===== config.mk =====
export PLATFORM = sky130hd
export DESIGN_NAME = if_id_redirect_unit
export DESIGN_NICKNAME = d
export VERILOG_FILES = /design/src/rtl/if_id_redirect_unit_pkg.sv /design/src/rtl/if_id_redirect_unit_jump_decode.sv /design/src/rtl/if_id_redirect_unit.sv
export SDC_FILE = /design/constraint.sdc
export NUM_CORES = 1
export LEC_CHECK = 0
export ABC_AREA = 1
export CAP_MARGIN = 5
export CORE_MARGIN = 3
export CORE_UTILIZATION = 41
export DETAILED_ROUTE_END_ITERATION = 10
export PLACE_DENSITY_LB_ADDON = 0.05
export SLEW_MARGIN = 15
export SYNTH_ARGS = -nofsm -noshare
export SYNTH_HDL_FRONTEND = slang
export SYNTH_SLANG_ARGS = --single-unit

===== constraint.sdc =====
create_clock -name clk_87 -period 2 [get_ports clk_87]
set_input_delay 0.4 -clock clk_87 [delete_from_list [all_inputs] [get_ports clk_87]]
set_output_delay 0.4 -clock clk_87 [all_outputs]
set_load 0.02 [all_outputs]

===== src/rtl/if_id_redirect_unit_pkg.sv =====
// if_id_redirect_unit_pkg: shared widths, jump opcodes and IF/ID state encodings
package if_id_redirect_unit_pkg;
    localparam int INSTR_WIDTH = 32;
    localparam int ADDR_WIDTH = 32;
    localparam int CNT_WIDTH = 16;
    localparam int OPC_HI = 31;
    localparam int OPC_LO = 26;
    localparam logic [5:0] OPC_J = 6'h02;
    localparam logic [5:0] OPC_JAL = 6'h03;
    typedef enum logic [1:0] {S_RUN = 2'd0, S_STALL = 2'd1, S_BUBBLE = 2'd2} state_t;
    function automatic logic is_jump_opc(input logic [5:0] opc);
        return opc == OPC_J || opc == OPC_JAL;
    endfunction
endpackage


===== src/rtl/if_id_redirect_unit_jump_decode.sv =====
// jump_decode: recognises J/JAL in ID and forms the pseudo-direct jump target
module jump_decode
    import if_id_redirect_unit_pkg::*;
#(
    parameter int INSTR_W = INSTR_WIDTH,
    parameter int ADDR_W = ADDR_WIDTH
) (
    input  logic [INSTR_W-1:0] instr,
    input  logic [ADDR_W-29:0] pc_hi,
    output logic               is_jump,
    output logic [ADDR_W-1:0]  target
);
    assign is_jump = is_jump_opc(instr[OPC_HI:OPC_LO]);
    assign target = {pc_hi, instr[25:0], 2'b00};
endmodule


===== src/rtl/if_id_redirect_unit.sv =====
// if_id_redirect_unit: IF/ID register plus redirect steering (EX flush, ID jump, stall re-fetch) back to fetch
module if_id_redirect_unit
    import if_id_redirect_unit_pkg::*;
#(
    parameter int INSTR_W = INSTR_WIDTH,
    parameter int ADDR_W = ADDR_WIDTH,
    parameter int CNT_W = CNT_WIDTH
) (
    input  logic               clk_87,
    input  logic               rst_87,
    input  logic [INSTR_W-1:0] instr_87,
    input  logic [ADDR_W-1:0]  pc_87,
    output logic [ADDR_W-1:0]  npc_87,
    output logic               sel_87,
    input  logic               stall_87,
    input  logic               ex_redir_87,
    input  logic [ADDR_W-1:0]  ex_target_87,
    output logic [INSTR_W-1:0] id_instr_87,
    output logic [ADDR_W-1:0]  id_pc_87,
    output logic [ADDR_W-1:0]  id_pc4_87,
    output logic               id_valid_87,
    output logic [CNT_W-1:0]   squash_cnt_87
);
    state_t state, state_n;
    logic is_jump, jump_id, capture;
    logic [ADDR_W-1:0] jtarget;

    assign id_pc4_87 = id_pc_87 + ADDR_W'(4);
    // S_STALL only ever holds a real instruction; a stalled bubble stays S_BUBBLE
    assign id_valid_87 = state != S_BUBBLE;

    jump_decode #(.INSTR_W(INSTR_W), .ADDR_W(ADDR_W)) u_jump_decode (
        .instr(id_instr_87),
        .pc_hi(id_pc4_87[ADDR_W-1:28]),
        .is_jump(is_jump),
        .target(jtarget)
    );

    assign jump_id = id_valid_87 & ~stall_87 & is_jump;
    assign capture = ~ex_redir_87 & ~stall_87 & ~jump_id;

    always_ff @(posedge clk_87 or negedge rst_87) begin
        if (!rst_87) state <= S_BUBBLE;
        else state <= state_n;
    end

    always_comb begin
        state_n = ex_redir_87 ? S_BUBBLE :
                  stall_87 ? (state == S_BUBBLE ? S_BUBBLE : S_STALL) :
                  jump_id ? S_BUBBLE : S_RUN;
        sel_87 = rst_87 & (ex_redir_87 | stall_87 | jump_id);
        npc_87 = !rst_87 ? '0 :
                 ex_redir_87 ? ex_target_87 :
                 stall_87 ? pc_87 :
                 jump_id ? jtarget : '0;
    end

    always_ff @(posedge clk_87 or negedge rst_87) begin
        if (!rst_87) begin
            id_instr_87 <= '0;
            id_pc_87 <= '0;
            squash_cnt_87 <= '0;
        end else begin
            if ((ex_redir_87 | jump_id) && squash_cnt_87 != '1) squash_cnt_87 <= squash_cnt_87 + CNT_W'(1);
            if (capture) begin
                id_instr_87 <= instr_87;
                id_pc_87 <= pc_87;
            end
        end
    end
endmodule


==> metrics, run 1 <==
Lkg Pwr=between 4 and 5 nW; period utilization=120%; # nets final=around 1200; Unique masters post-synth=32; status=complete, but fails checks; largest net degree at the start of global routing=53; flops & latches, synth=between 80 and 90; DR WL/cell=~19 µm; Max-slew headroom=between 50 and 60%; worst-path fanout max=6; M3 GR Usage=6.06%; number of global-route vias before repair=~6100; remaining global-route overflow=0; Layout area overhead=97.6%; GRT Util Overall=30.7%; I/O Pins=between 200 and 250; Largest delay share family, worst path=simple AND/OR/NAND/NOR gates; setup ws final=-390 ps; largest area contributor in the synthesized netlist=dfrtp_1; Setup CP Type=flop to primary output; ys flop type=dfrtp_1; Slew Viols, Final=0; share of cells above drive strength 1=approximately 34%; crit path max-delay cell type=dfrtp_1; Worst-Margin Slew=660 ps; Routed WL=22600 µm; Register-to-Register Path Depth=11; Syn. warnings=0; Row Count=39; CTS tree=done; delay of the slowest critical-path stage=around 480 ps; syn_nets=between 700 and 800; synth cell count leaders=353 x nand2_1, 81 x dfrtp_1, 40 x nor2_1; Final Hold Violating Endpoints=0; Critical Path AT=1990 ps; Die Height=between 100 and 150 µm; maximum VDD drop=just over 600 µV; hold_ws=143 ps; CTS Buffer Depth=2; flop-to-flop setup slack=-10 ps; clock sinks=82; Post-Place Worst Slack=-904 ps; ANT cells=0; synth top area cells=dfrtp_1 41%, nand2_1 27%, a31oi_1 3.4%; M2 GR Usage=about half; DIE AREA=13300 µm²; first-pass GRT wire length=~32000 µm; number of max-cap violations=0; CP startpoint kind=flop; Clock Latency Late Sink=~340 ps; Worst Skew=8.16 ps; Crit. Startpoint=id_pc_87[12]; Yosys top cell area share=41.2%; CP dominant cell by count=nand2_1; Buffers & Inverters on Critical Path=1; FFs w/ async S/R, synth=100%; Post-synth EDFFs=0; mapped cell area=4920 µm²; Syn Inst Count=about 690; die width=approximately 120 µm; Reg clk slew, reported paths=approximately 60 ps; drt first pass iters=5; Final setup viols=57; root buf cell=clkbuf_16; min Tclk post-route=approximately 2400 ps; most used routing layer=met2; Vias=~6300; RR Endpoint=id_pc_87[5]; HPWL Detailed=15100 µm; CTS Buf Count=9; unrepaired setup endpoints after global routing=yes; initial DRC count=504; Via-to-Cell Ratio=~5.2; routability cong.=about 0.9; Crit path depth=9; Worst Path Required=1600 ps; HP Class=primary input to asynchronous set/reset pin; critical path cell sequence=nand2_1, nor2_1, nand2_1, nor2_2, nand3_2, nand2_4, nand2_2, a21oi_4, buf_6; Max Fclk=roughly 420 MHz; Power Dens Cells=about 720 nW/µm²; H-tree depth=3; global-route met1 utilization=approximately 40%; Initial Util=between 40% and 50%; Mean Syn Cell Area=7.17 µm²; initial antenna violation count=0; crit path capture=npc_87[28]; Setup crit end kind=primary output; most common cell in the netlist=nand2_1; failing checks=setup timing; PortBufs=around 250; antenna viol nets, final=0; post-synthesis sequential area ratio=a little over two fifths; RR Startpoint=state[1]; Residual DRC=0; Core Region=around 12000 µm²
## registers in the layout, indices dropped and copies added, names as in the netlist
register	count
state	2
id_instr_87	32
squash_cnt_87	16
id_pc_87	32
## worst min path at each step
stage	startpoint	end	slack, ps	cells after the start
floorplan	rst_87	id_instr_87[0]	100	0
global placement	id_instr_87[26]	id_instr_87[26]	460	2
detailed placement	id_instr_87[26]	id_instr_87[26]	470	2
CTS	rst_87	id_pc_87[29]	150	2
global route	rst_87	id_pc_87[29]	160	2
finish	rst_87	id_pc_87[31]	140	2
## metal layers
metal / vias up / routed length [µm]
met5: - / 0
met4: 0 / 713
met3: 69 / 1660
met2: 343 / 11500
met1: 3034 / 8690
li1: 2902 / -
## power breakdown
group	switching [mW]	internal [mW]	leakage [nW]	total (mW)
sequential	0.341	1.93	1.02	2.27
combinational	1.50	1.41	3.43	2.92
clock	0.652	1.16	0.156	1.81
## cell families after synthesis
| group | Yosys count | share of synthesized area [%] |
|---|---|---|
| DFF | 82 | 41.8 |
| and+or+nand+nor | 448 | 37.6 |
| adders and majority gates | 2 | 0.509 |
| buffers and inverters | 66 | 7.48 |
| xor gates and xnor gates | 34 | 6.06 |
| AOI/OAI and AO/OA | 54 | 6.64 |
## placed cells by master, fill, tap and decap left out, drive strengths merged
master,Yosys,routed
a21oi,6,6
a31oi,27,27
and2,1,1
buf,22,208
bufbuf,0,1
bufinv,0,2
clkbuf,9,18
clkdlybuf4s15,0,4
clkdlybuf4s50,0,176
dfrtp,81,81
dfstp,1,1
dlygate4sd2,0,2
dlymetal6s2s,0,2
ha,2,2
inv,35,35
nand2,359,359
nand3,21,21
nand3b,1,1
nand4,7,7
nor2,51,51
nor3,6,6
nor4,1,1
o21ai,21,21
or2,1,1
xnor2,15,15
xor2,19,19
## area by class of cell
cell class,instances,area (µm²)
Clock inverter,2,60.1
Timing Repair Buffer,398,3850
Inverter,35,139
Sequential cell,82,2060
Clock buffer,13,260
Fill cell,694,1850
Tap cell,143,179
Multi-Input combinational cell,538,3160
## per-stage QoR
step           TNS [ps]  area [µm²]  std cells  util [%]  power (mW)
6_report         -13820        9720       1211      84.0        6.99
5_1_grt          -17920        9720       1211      84.0        7.29
4_1_cts          -12580        9060       1192      78.4        6.78
3_5_place_dp     -92950        8410       1165      72.7        4.93
3_3_place_gp     -85170        8410       1165      72.7        4.88
2_1_floorplan     -2.07        4980        686         -        3.37
## timing repair
item                                    in CTS  in global routing
pin swaps                                   29                 42
cloned                                       4                  3
endpoints found under the setup margin     129                118
gates resized for setup                    408                119
hold buffers                                 0                  0
buffers inserted                             9                 19
No activity file was read; power rests on OpenSTA's default activity.
==> run 2, diff against run 1 <==
==> constraint.sdc (replaced) <==
create_clock -name clk_87 -period 2.55 [get_ports clk_87]
set_input_delay 0.51 -clock clk_87 [delete_from_list [all_inputs] [get_ports clk_87]]
set_output_delay 0.51 -clock clk_87 [all_outputs]
set_load 0.02 [all_outputs]
==> run 2 against run 1 <==
  * The flow now finishes without violations
  * Clock skew increased by 1.6 ps
  * Die area did not move
  * Hold slack better by 100 ps
  * Highest routed layer unchanged
  * Register-to-register slack gained 220 ps
  * Wire length is 22% lower
  * Combinational power fell by 36%
  * Largest cell class unchanged
==> metrics, run 2 (same netlist as run 1, synthesis figures left out) <==
status=completed; most frequent cells in the layout=352 x nand2_1, 183 x clkdlybuf4s50_1, 78 x dfrtp_1; antenna viol nets, final=0 (unchanged); Critical Path AT=1940 ps (-50 ps); Reg clk slew, reported paths=60 ps (about the same); routability cong.=0.884 (-2.7%); GRT Util Overall=26.0% (-4.7 points); Final setup viols=0 (-100%); Tot Pwr=5.04 mW (-28%); Power Dens Cells=626 nW/µm² (-13%); Lkg Pwr=3.81 nW (-17%); initial DRC count=264 (-48%); Final Hold Violating Endpoints=0 (unchanged); Largest regs=id_instr_87 x32, id_pc_87 x32, squash_cnt_87 x16; crit path capture=id_pc4_87[10]; Clock Latency Late Sink=340 ps (about the same); Max-slew headroom=61.6% (+5.6 points); ANT cells=0 (unchanged); Row Count=39 (unchanged); # nets final=1073 (-8.0%); hold_ws=247 ps (+104 ps); Slew Viols, Final=0 (unchanged); setup ws final=95.5 ps (+486 ps); Core Util, Final=69.7% (-14 points); HPWL Detailed=13600 µm (-10%); DR WL/cell=15.7 µm (-16%); setup TNS=0 ps (+13820 ps); Worst Skew=9.71 ps (+1.55 ps); Post-Place Worst Slack=-436 ps (+468 ps); first-pass GRT wire length=27500 µm (-14%); Residual DRC=0 (unchanged); Register-to-Register Path Depth=12 (+1); remaining global-route overflow=0 (unchanged); Setup CP Type=flop to primary output; flop-to-flop setup slack=210 ps (+220 ps); DIE AREA=13300 µm² (unchanged); number of global-route vias before repair=5460 (-11%); number of max-cap violations=0 (unchanged); share of cells above drive strength 1=17.0% (-17 points); Cell Count Post-Placement=1098 (-5.8%); Worst-Margin Slew=576 ps (-83.6 ps); root buf cell=clkbuf_16; period utilization=96.3%; RR Startpoint=state[1]; Layout area overhead=63.8%; unrepaired setup endpoints after global routing=yes; die width=116 µm (unchanged); Via-to-Cell Ratio=5.03 (-4.1%); RR Endpoint=id_instr_87[28]; Initial Util=42.5% (unchanged); Routed WL=17600 µm (-22%); CTS Buf Count=9 (unchanged); Crit. Startpoint=id_pc_87[2]; Core Region=11600 µm² (unchanged); PortBufs=245 (unchanged); CP startpoint kind=flop; drt first pass iters=5 (unchanged); HP Class=primary input to asynchronous set/reset pin; initial antenna violation count=0 (unchanged); largest net degree at the start of global routing=74 (+40%); Final Cell Area=8060 µm² (-17%); CTS Buffer Depth=2 (unchanged); Worst Path Required=2040 ps (+440 ps); Vias=5628 (-11%); H-tree depth=3 (unchanged); Setup crit end kind=primary output; CTS tree=done; Area after DPL=7780 µm² (-7.4%); maximum VDD drop=421 µV (-31%); most common cell after layout, fill and taps aside=nand2_1; Finished Layout Cells=1119 (-7.6%); min Tclk post-route=approximately 2500 ps; Die Height=116 µm (unchanged); worst-path fanout max=3 (-3); Max Fclk=slightly above 400 MHz; I/O Pins=246 (unchanged); clock sinks=82 (unchanged)
==> run 2: cell types whose count changed in the layout (fill, tap and decap cells not counted), moves of 8 or more <==
cell / before / now
a31oi_1: 19 / 27
buf_12: 14 / 5
buf_2: 3 / 28
buf_4: 154 / 58
buf_6: 35 / 5
dlygate4sd2_1: 2 / 11
nand2_1: 310 / 352
nand2_2: 34 / 5
nand2_4: 14 / 2
xnor2_1: 5 / 14
xnor2_2: 9 / 1
==> run 2: worst max-delay path: stages (launching register included) <==
cell           delay (ps)
dfrtp_1               370
ha_2                  200
nand2_2                70
nor2_4                140
nand2_4                80
buf_4                 140
xnor2_1               230
dlygate4sd2_1         370
==> run 2: timing repair <==
item	4_1_cts	5_1_grt
pin swaps	4	10
endpoints found under the setup margin	56	110
gates cloned	1	0
hold buffers	0	0
resized for setup	206	47
setup buffers	3	1
==> run 2: final cells by class <==
type | instances | area (µm²)
well taps | 143 | 179
flip-flops and latches | 82 | 2060
multi-input cells | 538 | 2570
clock buffers | 10 | 239
repair buffers | 305 | 2790
fillers | 973 | 3510
clock inverters | 6 | 90.1
inverters | 35 | 131
==> run 2: worst min path at each step <==
stage	from	cells past startpoint	slack [ps]	to
final	rst_87	2	250	id_pc_87[23]
after global routing	rst_87	2	280	id_pc_87[24]
after CTS	rst_87	2	260	id_pc_87[23]
after detailed placement	id_instr_87[31]	2	490	id_instr_87[31]
after global placement	id_instr_87[26]	2	450	id_instr_87[26]
after floorplan	rst_87	0	210	id_instr_87[0]
==> run 2: routing by layer <==
| layer | GRT usage, % | share of wire [%] |
|---|---|---|
| met1 | 34.1 | 41 |
| met2 | 43.8 | 49 |
| met3 | 5.22 | 7.7 |
| met4 | 7.67 | 2.1 |
| met5 | 0 | 0 |
==> run 2: report_power, final <==
group	leakage (nW)	internal [mW]	switching [mW]
clock network	0.159	0.885	0.517
registers	1.02	1.51	0.248
logic	2.63	0.882	1.00
==> run 3, diff against run 2 <==
--- a/config.mk
+++ b/config.mk
@@ -7,7 +7,7 @@
 export LEC_CHECK = 0
 export ABC_AREA = 1
 export CAP_MARGIN = 5
-export CORE_MARGIN = 3
+export CORE_MARGIN = 5
 export CORE_UTILIZATION = 41
 export DETAILED_ROUTE_END_ITERATION = 10
 export PLACE_DENSITY_LB_ADDON = 0.05
==> run 3 against run 2 <==
  * Design area down 0.61%
  * Sequential share of layout area increased by 0.25 points
  * Critical path depth rose by 2
  * Core utilization shrank 2.2 points
  * Fmax decreased by 1.2%
  * Clock skew is 3.8 ps lower
  * Largest cell class unchanged
==> metrics, run 3 (same netlist as run 1, synthesis figures left out) <==
Residual DRC=0 (unchanged); multi-input logic area=2590 µm² (+0.73%); RR Startpoint=state[1]; largest net degree at the start of global routing=47 (-36%); fillers=1080 (+11%); I/O Pins=246 (unchanged); Reg area=2060 µm² (+0.37%); # nets final=1072 (-0.093%); CTS tree=done; Post-Place Worst Slack=-482 ps (-46.7 ps); Max-slew headroom=61.5% (-0.11 points); setup ws final=65.5 ps (-29.9 ps); H-tree depth=3 (unchanged); HP Class=primary input to asynchronous set/reset pin; drt first pass iters=5 (unchanged); CTS Buf Count=9 (unchanged); Reg clk slew, reported paths=60 ps (about the same); Tot Pwr=4.86 mW (-3.6%); CP dominant cell by count=buf_4; Initial Util=41.5% (-1.1 points); initial DRC count=420 (+59%); worst-path fanout max=3 (unchanged); Lkg Pwr=3.77 nW (-1.3%); first-pass GRT wire length=28500 µm (+3.7%); period utilization=97.4% (+1.2 points); remaining global-route overflow=0 (unchanged); Max Fclk=402 MHz (-1.2%); number of max-cap violations=0 (unchanged); most common cell after layout, fill and taps aside=nand2_1; Setup crit end kind=primary output; die width=120 µm (+3.5%); routability cong.=0.891 (+0.85%); RR Endpoint=id_pc_87[23]; min Tclk post-route=2480 ps (+29.9 ps); PortBufs=245 (unchanged); root buf cell=clkbuf_16; CTS Buffer Depth=2 (unchanged); share of cells above drive strength 1=17.2% (+0.22 points); Vias=5575 (-0.94%); Routed WL=18100 µm (+3.1%); Power Dens Cells=607 nW/µm² (-3.0%); Worst Skew=5.96 ps (-3.75 ps); critical path cell sequence=ha_2, nand2_2, nor2_4, nand2_4, buf_4, buf_4, buf_4, xnor2_1, clkdlybuf4s15_1; Final Hold Violating Endpoints=0 (unchanged); clock sinks=82 (unchanged); unrepaired setup endpoints after global routing=yes; Row Count=40 (+2.6%); Slew Viols, Final=0 (unchanged); status=completed; delay of the slowest critical-path stage=350 ps (-20 ps); HPWL Detailed=14000 µm (+3.5%); # hold bufs at CTS=0 (unchanged); Critical Path AT=1970 ps (+30 ps); Layout area overhead=62.8%; CP startpoint kind=flop; Via-to-Cell Ratio=4.96 (-1.3%); Largest regs=id_instr_87 x32, id_pc_87 x32, squash_cnt_87 x16; DIE AREA=14300 µm² (+7.0%); crit path capture=id_pc4_87[10]; maximum VDD drop=376 µV (-11%); Setup CP Type=flop to primary output; number of global-route vias before repair=5510 (+0.92%); Worst-Margin Slew=578 ps (+1.69 ps); antenna viol nets, final=0 (unchanged); DR WL/cell=16.2 µm (+2.7%); initial antenna violation count=1 (+1); Crit. Startpoint=id_pc_87[2]; flop-to-flop setup slack=370 ps (+160 ps); crit path max-delay cell type=dfrtp_1; Register-to-Register Path Depth=9 (-3); GRT Util Overall=24.9% (-1.2 points); most frequent cells in the layout=350 x nand2_1, 183 x clkdlybuf4s50_1, 72 x dfrtp_1; Core Region=11900 µm² (+2.6%); Clock Latency Late Sink=330 ps (about the same); Die Height=120 µm (+3.5%); Worst Path Required=2040 ps (about the same); Final setup viols=0 (unchanged)
-- run 3: changes by cell type in the layout (fill, tap and decap cells not counted), sizes merged --
cell,change
buf,-8
bufinv,-2
clkbuf,+7
clkinv,-1
clkinvlp,-1
diode,+1
dlygate4sd2,+5
dlymetal6s2s,-1
-- run 3: worst min-delay path by stage --
stage	startpoint	end	slack [ps]
final	rst_87	squash_cnt_87[9]	250
after global routing	rst_87	squash_cnt_87[9]	280
after CTS	rst_87	squash_cnt_87[9]	270
after detailed placement	id_instr_87[26]	id_instr_87[26]	480
after global placement	id_instr_87[26]	id_instr_87[26]	460
after floorplan	rst_87	id_instr_87[0]	210
-- run 3: cell type report --
type                            count  area share [%]
Clock inverter                      2           0.125
Antenna cell                        1          0.0313
Sequential cell                    82            25.8
Timing Repair Buffer              304            34.3
Tap cell                          147            2.30
Clock buffer                       14            3.42
Inverter                           35            1.64
Multi-Input combinational cell    538            32.4
-- run 3: metrics by stage --
step / hold WS, ps / setup TNS, ps / cells / area (µm²) / util [%]
2_1_floorplan: 214 / 0 / 686 / 4920 / -
3_3_place_gp: 459 / -12120 / 1099 / 7730 / 65.1
3_5_place_dp: 477 / -13510 / 1099 / 7730 / 65.1
4_1_cts: 268 / -109 / 1121 / 8100 / 68.3
5_1_grt: 281 / -70.6 / 1123 / 8010 / 67.5
6_report: 253 / 0 / 1123 / 8010 / 67.5
-- run 3: power by group --
| part | leakage (nW) | internal, mW | switching (mW) | total (mW) |
|---|---|---|---|---|
| sequential | 1.02 | 1.51 | 0.246 | 1.76 |
| clock | 0.143 | 0.737 | 0.491 | 1.23 |
| combinational | 2.61 | 0.874 | 1.00 | 1.88 |
| total | 3.77 | 3.12 | 1.74 | 4.86 |
-- run 3: critical path: cells and delay by family (launching register included) --
family	cells	cell delay, ps
xor+xnor	1	120
fa+ha+maj	1	200
buf+inv	4	690
flops	1	350
simple gates	3	280
-- run 3: per-layer routing --
metal	GRT usage, %	wire length, µm
met2	41.4	8840
met4	7.09	318
met1	32.2	7690
met5	0	0
met3	6.22	1300
-- run 3: what timing repair did --
| action | CTS | global route |
|---|---|---|
| resized for setup | 172 | 74 |
| cloned | 1 | 0 |
| pin swaps | 10 | 7 |
| endpoints found under the setup margin | 57 | 49 |
| hold endpoints to repair | 0 | 0 |
| setup buffers | 5 | 2 |
